<file path="src/rtl/gpio_pkg.sv">
// Shared constants and sizing helper for the GPIO input conditioning path.
// Pure declarations: no logic, no latency, no flow control.
package gpio_pkg;

    localparam int GPIO_WIDTH       = 8;
    localparam int DEFAULT_DEBOUNCE = 4;

    // Counter width able to hold 0..cycles; never narrower than one bit.
    function automatic int cnt_width(input int cycles);
        int w;
        w = $clog2(cycles + 1);
        if (w < 1) begin
            w = 1;
        end
        return w;
    endfunction

endpackage

</file>
<file path="src/rtl/gpio_pin_debouncer_debounce_bit.sv">
// One pin: 2-flop synchroniser, debounce counter, clean level and sticky edge flags.
// Latency D+2 edges from pin change to pin_clean; no backpressure, sample_en only pauses counting.
module debounce_bit
    import gpio_pkg::*;
#(
    parameter int DEBOUNCE_CYCLES = DEFAULT_DEBOUNCE,
    parameter int CNT_W           = cnt_width(DEFAULT_DEBOUNCE)
) (
    input  logic clk,
    input  logic clr,
    input  logic pin_raw,
    input  logic sample_en,
    input  logic flag_clear,
    output logic pin_clean,
    output logic rise_flag,
    output logic fall_flag
);

    localparam logic [CNT_W-1:0] CNT_LAST = CNT_W'(DEBOUNCE_CYCLES - 1);

    logic             sync1_q, sync1_d;
    logic             sync2_q, sync2_d;
    logic             clean_q, clean_d;
    logic             rise_q, rise_d;
    logic             fall_q, fall_d;
    logic [CNT_W-1:0] cnt_q, cnt_d;

    always_comb begin
        sync1_d = pin_raw;
        sync2_d = sync1_q;
        cnt_d   = cnt_q;
        clean_d = clean_q;
        // Clear first so that a same-edge transition re-sets the flag.
        rise_d  = rise_q & ~flag_clear;
        fall_d  = fall_q & ~flag_clear;

        if (sync2_q == clean_q) begin
            cnt_d = '0;
        end else if (sample_en) begin
            if (cnt_q == CNT_LAST) begin
                cnt_d   = '0;
                clean_d = sync2_q;
                if (sync2_q) begin
                    rise_d = 1'b1;
                end else begin
                    fall_d = 1'b1;
                end
            end else begin
                cnt_d = cnt_q + CNT_W'(1);
            end
        end
    end

    always_ff @(posedge clk or posedge clr) begin
        if (clr) begin
            sync1_q <= 1'b0;
            sync2_q <= 1'b0;
            cnt_q   <= '0;
            clean_q <= 1'b0;
            rise_q  <= 1'b0;
            fall_q  <= 1'b0;
        end else begin
            sync1_q <= sync1_d;
            sync2_q <= sync2_d;
            cnt_q   <= cnt_d;
            clean_q <= clean_d;
            rise_q  <= rise_d;
            fall_q  <= fall_d;
        end
    end

    assign pin_clean = clean_q;
    assign rise_flag = rise_q;
    assign fall_flag = fall_q;

endmodule

</file>
<file path="src/rtl/gpio_pin_debouncer.sv">
// Per-bit synchronise/debounce of a GPIO port with sticky edge flags and a maskable irq.
// Latency D+2 edges to pin_clean, irq combinational from flags; no backpressure.
module gpio_pin_debouncer
    import gpio_pkg::*;
#(
    parameter int WIDTH           = GPIO_WIDTH,
    parameter int DEBOUNCE_CYCLES = DEFAULT_DEBOUNCE,
    parameter int CNT_W           = 8
) (
    input  logic             clk,
    input  logic             clr,
    input  logic [WIDTH-1:0] pin_raw,
    input  logic             sample_en,
    input  logic [WIDTH-1:0] rise_mask,
    input  logic [WIDTH-1:0] fall_mask,
    input  logic [WIDTH-1:0] flag_clear,
    output logic [WIDTH-1:0] pin_clean,
    output logic [WIDTH-1:0] rise_flag,
    output logic [WIDTH-1:0] fall_flag,
    output logic             irq
);

    for (genvar i = 0; i < WIDTH; i++) begin : g_bit
        debounce_bit #(
            .DEBOUNCE_CYCLES (DEBOUNCE_CYCLES),
            .CNT_W           (CNT_W)
        ) u_bit (
            .clk        (clk),
            .clr        (clr),
            .pin_raw    (pin_raw[i]),
            .sample_en  (sample_en),
            .flag_clear (flag_clear[i]),
            .pin_clean  (pin_clean[i]),
            .rise_flag  (rise_flag[i]),
            .fall_flag  (fall_flag[i])
        );
    end

    assign irq = |((rise_flag & rise_mask) | (fall_flag & fall_mask));

endmodule

</file>
<file path="config.mk">
export PLATFORM = sky130hd
export DESIGN_NAME = gpio_pin_debouncer
export DESIGN_NICKNAME = d
export VERILOG_FILES = /design/src/rtl/gpio_pkg.sv /design/src/rtl/gpio_pin_debouncer_debounce_bit.sv /design/src/rtl/gpio_pin_debouncer.sv
export SDC_FILE = /design/constraint.sdc
export NUM_CORES = 1
export LEC_CHECK = 0
export ABC_AREA = 1
export CAP_MARGIN = 25
export CORE_ASPECT_RATIO = 1.2
export CORE_MARGIN = 3
export CORE_UTILIZATION = 32
export DETAILED_ROUTE_END_ITERATION = 7
export PLACE_DENSITY = 0.54
export SLEW_MARGIN = 20
export SYNTH_ARGS = -nofsm -noshare
export SYNTH_HDL_FRONTEND = slang
export SYNTH_SLANG_ARGS = --single-unit
</file>
<file path="constraint.sdc">
create_clock -name clk -period 3.5 [get_ports clk]
set_input_delay 0.7 -clock clk [delete_from_list [all_inputs] [get_ports clk]]
set_output_delay 0.7 -clock clk [all_outputs]
set_load 0.01 [all_outputs]
</file>
Word level (Yosys, flattened, before mapping) --
Index checks and enable logic that the tools add are counted.
Operators by class: eq/ne operators 16, reduce and logical (&&, ||, !) cells 17, bitwise logic cells 35, mux-type cells 88, $add $sub $neg 8
Operator list (number):
- two-way mux 8 bit | 24
- adder 8 x 1 -> 8 bit, second input constant | 8
- equality test 8 x 2 -> 1 bit, second input constant | 8
- two-way mux 1 bit | 64
- AND reduction 3 bit | 8
- AND 1 bit | 16
- AND 8 bit | 2
- NOT 1 bit | 16
- nonzero test 2 bit | 8
- equality test 1 bit | 8
- bitwise OR 8 bit | 1
- OR reduction 8 bit | 1
Word-level totals: output and inout port bits 25, logic and storage cells 212, input bits 35, bits in registers 104

Longest topological paths before layout --
Gate-level depths: netlist of run 1.
depth in word-level cells 6, gate-level depth with buffers 8, gate-level depth less buffers 8

Hierarchy --
A second synthesis of run 1 with hierarchy kept.
Unflattened totals: cell total of the unflattened synthesis 731, area, all modules 5609.1 µm²
Modules (own cells, without submodules):
- debounce_bit | cells an instance 87, area each 684.4 µm², instances 8, sequential area each 325.3 µm²
- gpio_pin_debouncer | cells an instance 35, area each 133.9 µm², instances 1, sequential area each 0.0 µm²

Worst setup path after synthesis of run 1 --
No wires, ideal clock.
path kind input port to output port, start point input port fall_mask[2], end point output port irq, path buffers 0, stages on the path 4, data required time 2800 ps, arrival time 1013 ps, path slack 1787 ps, cell sequence nand2_1 -> nand4_1 -> nor2_1 -> nand2_1
On the way: cells in the longest elaborated chain, start to end 3
RTL lines:
- start: declaration | line gpio_pin_debouncer.sv:15 | input logic [WIDTH-1:0] fall_mask,
- AND 8 bit | line gpio_pin_debouncer.sv:39 | assign irq = |((rise_flag & rise_mask) | (fall_flag & fall_mask));
- bitwise OR 8 bit | line gpio_pin_debouncer.sv:39
- OR reduction 8 bit | line gpio_pin_debouncer.sv:39
- end: declaration | line gpio_pin_debouncer.sv:20 | output logic irq
Every way passes these cells.

Final worst setup path of run 1 --
start point input port rise_mask[1], end point output port irq
On the way: cells in the longest elaborated chain, start to end 3
RTL lines:
- start: declaration | line gpio_pin_debouncer.sv:14 | input logic [WIDTH-1:0] rise_mask,
- AND 8 bit | line gpio_pin_debouncer.sv:39
- bitwise OR 8 bit | line gpio_pin_debouncer.sv:39
- OR reduction 8 bit | line gpio_pin_debouncer.sv:39
Every way passes these cells.

==> metrics, run 1 <==
status=finished clean; final net count=~830; total negative slack=0 ns; Net Count, Synth=approximately 800; Setup WS pre-CTS=approximately 0.56 ns; Vias/cell=between 4 and 5; yosys warns=0; initial core utilization=approximately a third; top area cells in the synthesized netlist=dfrtp_1 47%, nand2_1 17%, inv_1 6.2%; hold-fix buffer count after cts=0; WS Path Type=in -> out; vias in the first global route=4265; Final WS setup=about 0.54 ns; Reg clk slew, reported paths=roughly 0.070 ns; count leader, synth=nand2_1; top cells by count, synth=255 x nand2_1, 104 x dfrtp_1, 92 x inv_1; Synth Area per Inst=7.47 sq um; placed instance count=around 1000; Inserted Clock Buffers=9; Gate Count Post-Synth=around 750; core box area=around 17000 sq um; CTS resizes=0; RSZ-0062 raised after global routing=no; Max VDD drop=~0.00023 V; total grt overflow=0; Finished Layout Cells=roughly 1.0k; initial antenna violation count=0; WHS=approximately 0.35 ns; leakage power=3.18 nW; first-pass GRT wire length=approximately 20000 microns; max cap viols=0; io pins=60; largest net degree at the start of global routing=53; placed inst area=between 6000 and 7000 sq um; Overall Power=around 2.9 mW; Final Core Density=38.4%; mapped cell area=around 5600 sq um; Post-synth ARST share=100%; fin crit share=84.7%; share of the synthesized area in the top cell type=a little under half; Clk Latency, worst-skew pair=approximately 0.35 ns; TritonCTS sink count=104; DRC viols=0; Pwr Density=roughly 450 nW/um^2; final wirelength=12000 microns; drt wl/cell=11.9 microns; All-Layer GR Usage=between 10% and 20%; Fin. Hold Viols=0; register area=~2600 sq um; P&R area growth vs syn=17.1%; gpl congestion=roughly 0.84; CTS tree=built; Post-synth EDFFs=0; full die area=around 19000 sq um; Root Buffer Master=clkbuf_16; Max Fclk=337 MHz; first drt pass iteration count=4; sequential fraction of the synthesis area=a little under half; post-DP HPWL=slightly below 9000 microns; vias=approximately 4.5k; DIE HEIGHT=151 microns; synthesized flop and latch total=roughly 100; crit path time final=2.96 ns; Worst EP arrival=~2.3 ns; Netlist cell types=26; final slew viol count=0; Port Buf Inserts=59; # H-tree levels=3; FP Rows=between 50 and 60; maximum fanout along the worst path=1; Critical Path RT=2.80 ns; multi-input gate area in the final layout=about 2400 sq um; worst slew pin tran=approximately 0.66 ns; Final Cell Area=6530 sq um; Fillers=~1.8k; skew final=just over 0.007 ns; Die Width=~130 microns; Antenna diodes=0; final-report setup violation count=0; area leader, netlist=dfrtp_1; # Post-CTS Setup Buffers=0; Final ANT Viol Nets=0; CP startpoint kind=input port; Worst setup EP type=output port; predominant post-synthesis flop cell=dfrtp_1; clk buf depth=2; layout cells sized above 1=roughly 3.9%; class of the most critical hold timing path=reg -> reg; worst-case headroom to the max-slew limit=~56%; DRT iter0 DRCs=226
[kinds of logic after synthesis]
group | synth area share (%)
simple gates | 32.1
buf+inv | 10.5
flops | 46.7
compound gates | 6.06
xor+xnor | 2.83
fa+ha+maj | 1.80
[flip-flops by register name (all words and copies together) (netlist names)]
| register | cells |
|---|---|
| g_bit.u_bit.cnt_q | 64 |
| g_bit.u_bit.fall_flag | 8 |
| g_bit.u_bit.pin_clean | 8 |
| g_bit.u_bit.rise_flag | 8 |
| g_bit.u_bit.sync1_q | 8 |
| g_bit.u_bit.sync2_q | 8 |
[cells in the final DEF (no fill, tap or decap), types with 4 or more instances in the layout]
master and instances:
nand2_1 255, o21ai_0 53, o21ai_1 4, nor2_1 65, clkbuf_16 9, o21bai_1 4, xor2_1 10, xnor2_1 8
nor3_1 4, clkdlybuf4s50_1 59, inv_1 91, nand4_1 27, ha_1 8, dfrtp_1 104, nand3_1 62
[worst max-delay path: stages]
cell and delay, ns:
clkdlybuf4s50_1 0.40, nand2_1 0.16, nand4_1 0.20, nor2_1 0.25, nand2_1 0.08, clkdlybuf4s50_1 0.47
[routing by layer]
metal	part of all wire [%]	routed length (microns)	GRT usage (%)
met1	50	5980	17.9
met2	45	5430	20.9
met3	3.5	423	1.85
met4	1.6	197	4.94
met5	0	0	0
[power breakdown]
part / switching (mW) / internal, mW / leakage [nW] / total (mW)
Combinational: 0.313 / 0.229 / 1.64 / 0.541
Sequential: 0.104 / 1.31 / 1.40 / 1.41
Clock: 0.434 / 0.541 / 0.139 / 0.975
[area by class of cell]
type                    instances  area share, %
clock buffers                  14           4.20
well taps                     216           4.14
multi-input cells             515           36.5
repair buffers                 63           9.70
clock inverters                 2          0.192
flip-flops and latches        104           39.9
inverters                      93           5.39
[worst paths after layout]
| check | from | slack [ns] | end | cells after the start |
|---|---|---|---|---|
| max in group asynchronous | clr | 1.97 | g_bit[3].u_bit.cnt_q[5] | 3 |
| hold / removal | g_bit[1].u_bit.sync1_q | 0.35 | g_bit[1].u_bit.sync2_q | 0 |
| min in group asynchronous | clr | 0.82 | g_bit[4].u_bit.fall_flag | 2 |
| hold reg to reg | g_bit[1].u_bit.sync1_q | 0.35 | g_bit[1].u_bit.sync2_q | 0 |
| setup / recovery | rise_mask[1] | 0.54 | irq | 6 |
| setup reg to reg | g_bit[3].u_bit.cnt_q[0] | 2.05 | g_bit[3].u_bit.cnt_q[3] | 6 |
Power figures use the tool's default switching activity.
==> run 2: changes to the inputs <==
==> constraint.sdc (replaced) <==
create_clock -name clk -period 2.4 [get_ports clk]
set_input_delay 0.48 -clock clk [delete_from_list [all_inputs] [get_ports clk]]
set_output_delay 0.48 -clock clk [all_outputs]
set_load 0.01 [all_outputs]
==> metrics, run 2 (synthesis gave the netlist of run 1 again) <==
vias in the first global route=4394 (+3.0%); # Post-CTS Setup Buffers=0 (unchanged); DRT iter0 DRCs=221 (-2.2%); first-pass GRT wire length=20600 microns (+1.6%); Overall Power=4.47 mW (+53%); WS Path Type=in -> out; core box area=17000 sq um (unchanged); CTS tree=built; class of the most critical hold timing path=reg -> reg; vias=4548 (+0.13%); final-report setup violation count=0 (unchanged); full die area=19000 sq um (unchanged); Worst R2R Start=g_bit[3].u_bit.cnt_q[0]; fin crit share=between 90 and 100%; worst slew pin tran=0.576 ns (-0.0838 ns); final slew viol count=0 (unchanged); most frequent cells in the layout=254 x nand2_1, 104 x dfrtp_1, 91 x inv_1; critical-path cell list=clkdlybuf4s50_1, nand2_2, nand4_1, nor2_2, nand2_1, dlygate4sd2_1; skew final=0.00834 ns (+0.00118 ns); Pwr Density=676 nW/um^2 (+51%); total grt overflow=0 (unchanged); DRC viols=0 (unchanged); worst path buffer plus inverter count=2 (unchanged); maximum fanout along the worst path=1 (unchanged); CP max-delay cell=clkdlybuf4s50_1; critical path's largest stage delay=0.46 ns (about the same); Vias/cell=4.50 (-0.17%); gpl congestion=0.870 (+3.0%); CP startpoint kind=input port; worst-case headroom to the max-slew limit=61.6% (+5.6 points); Finished Layout Cells=1010 (+0.30%); Die Width=126 microns (unchanged); Antenna diodes=0 (unchanged); worst setup path start=rise_mask[1]; Port Buf Inserts=59 (unchanged); leakage power=3.22 nW (+1.5%); placed instance count=994 (+0.30%); Largest register FFs=64 (unchanged); largest net degree at the start of global routing=105 (+98%); drt wl/cell=12.0 microns (about the same); Max VDD drop=0.000310 V (+36%); Worst setup EP type=output port; Inserted Clock Buffers=9 (unchanged); Max Fclk=roughly 450 MHz; crit path time final=roughly 2.2 ns; Critical Path RT=1.92 ns (-0.88 ns); DIE HEIGHT=151 microns (unchanged); final net count=832 (+0.36%); Worst EP arrival=1.73 ns (-0.53 ns); hold-fix buffer count after cts=0 (unchanged); initial antenna violation count=0 (unchanged); # H-tree levels=3 (unchanged); commonest non-fill, non-tap cell in the layout=nand2_1; final wirelength=12100 microns (+0.37%); first drt pass iteration count=4 (unchanged); status=finished clean; TritonCTS sink count=104 (unchanged); Reg clk slew, reported paths=0.07 ns (about the same); clk buf depth=2 (unchanged); All-Layer GR Usage=13.3% (+0.31 points); RSZ-0062 raised after global routing=no; total negative slack=0 ns (unchanged); Final ANT Viol Nets=0 (unchanged); Worst path top cell family by delay=buffers and inverters; layout cells sized above 1=4.79% (+0.87 points); initial core utilization=32.8% (unchanged); P&R area growth vs syn=18.7%; Fin. Hold Viols=0 (unchanged); Final WS setup=0.186 ns (-0.350 ns); post-DP HPWL=8890 microns (-0.27%); FP Rows=52 (unchanged); io pins=60 (unchanged); Root Buffer Master=clkbuf_16; Clk Latency, worst-skew pair=0.34 ns (about the same); Setup WS pre-CTS=-0.118 ns (-0.676 ns); max cap viols=0 (unchanged); CTS resizes=3 (+3); register name with the most flops=g_bit.u_bit.cnt_q; Hold Crit Start=g_bit[0].u_bit.sync1_q
run 2: changes by cell type in the layout (fill, tap and decap cells not counted), sizes merged:
cell,before,now
buf,4,7
bufinv,0,2
clkbuf,14,11
clkdlybuf4s50,59,58
clkinv,1,3
dlygate4sd2,0,1
inv,93,92
run 2: routing by layer:
metal	track usage, %	vias to the layer above	routed length [microns]
met4	3.97	0	182
met3	2.87	12	387
met2	22.1	57	5660
met1	17.5	2059	5840
li1	-	2420	-
met5	0	-	0
run 2: metrics by stage:
stage | hold slack [ns] | area, sq um | util, %
2_1_floorplan | 0.331 | 5570 | -
3_3_place_gp | 0.332 | 6270 | 37.0
3_5_place_dp | 0.336 | 6270 | 37.0
4_1_cts | 0.352 | 6610 | 38.9
5_1_grt | 0.357 | 6610 | 38.9
6_report | 0.350 | 6610 | 38.9
run 2: final timing paths:
path	end	depth (start not counted)	slack, ns
worst max-delay path	irq	6	0.19
worst min-delay path	g_bit[0].u_bit.sync2_q	0	0.35
worst max register to register	g_bit[3].u_bit.cnt_q[3]	6	0.96
worst min register to register	g_bit[0].u_bit.sync2_q	0	0.35
max in group asynchronous	g_bit[6].u_bit.cnt_q[0]	3	1.34
min in group asynchronous	g_bit[5].u_bit.sync1_q	3	0.61
run 2: report_power, final:
part / leakage, nW / total, mW / switching, mW / internal [mW]
clock: 0.165 / 1.62 / 0.647 / 0.970
sequential: 1.40 / 2.05 / 0.148 / 1.91
combinational: 1.66 / 0.801 / 0.459 / 0.341
total: 3.22 / 4.47 / 1.25 / 3.22
run 2: area by class of cell:
type | instances | area, sq um
Fill cell | 1762 | 10400
Sequential cell | 104 | 2600
Multi-Input combinational cell | 515 | 2390
Timing Repair Buffer | 66 | 667
Inverter | 93 | 353
Tap cell | 216 | 270
Clock buffer | 11 | 253
Clock inverter | 5 | 78.8
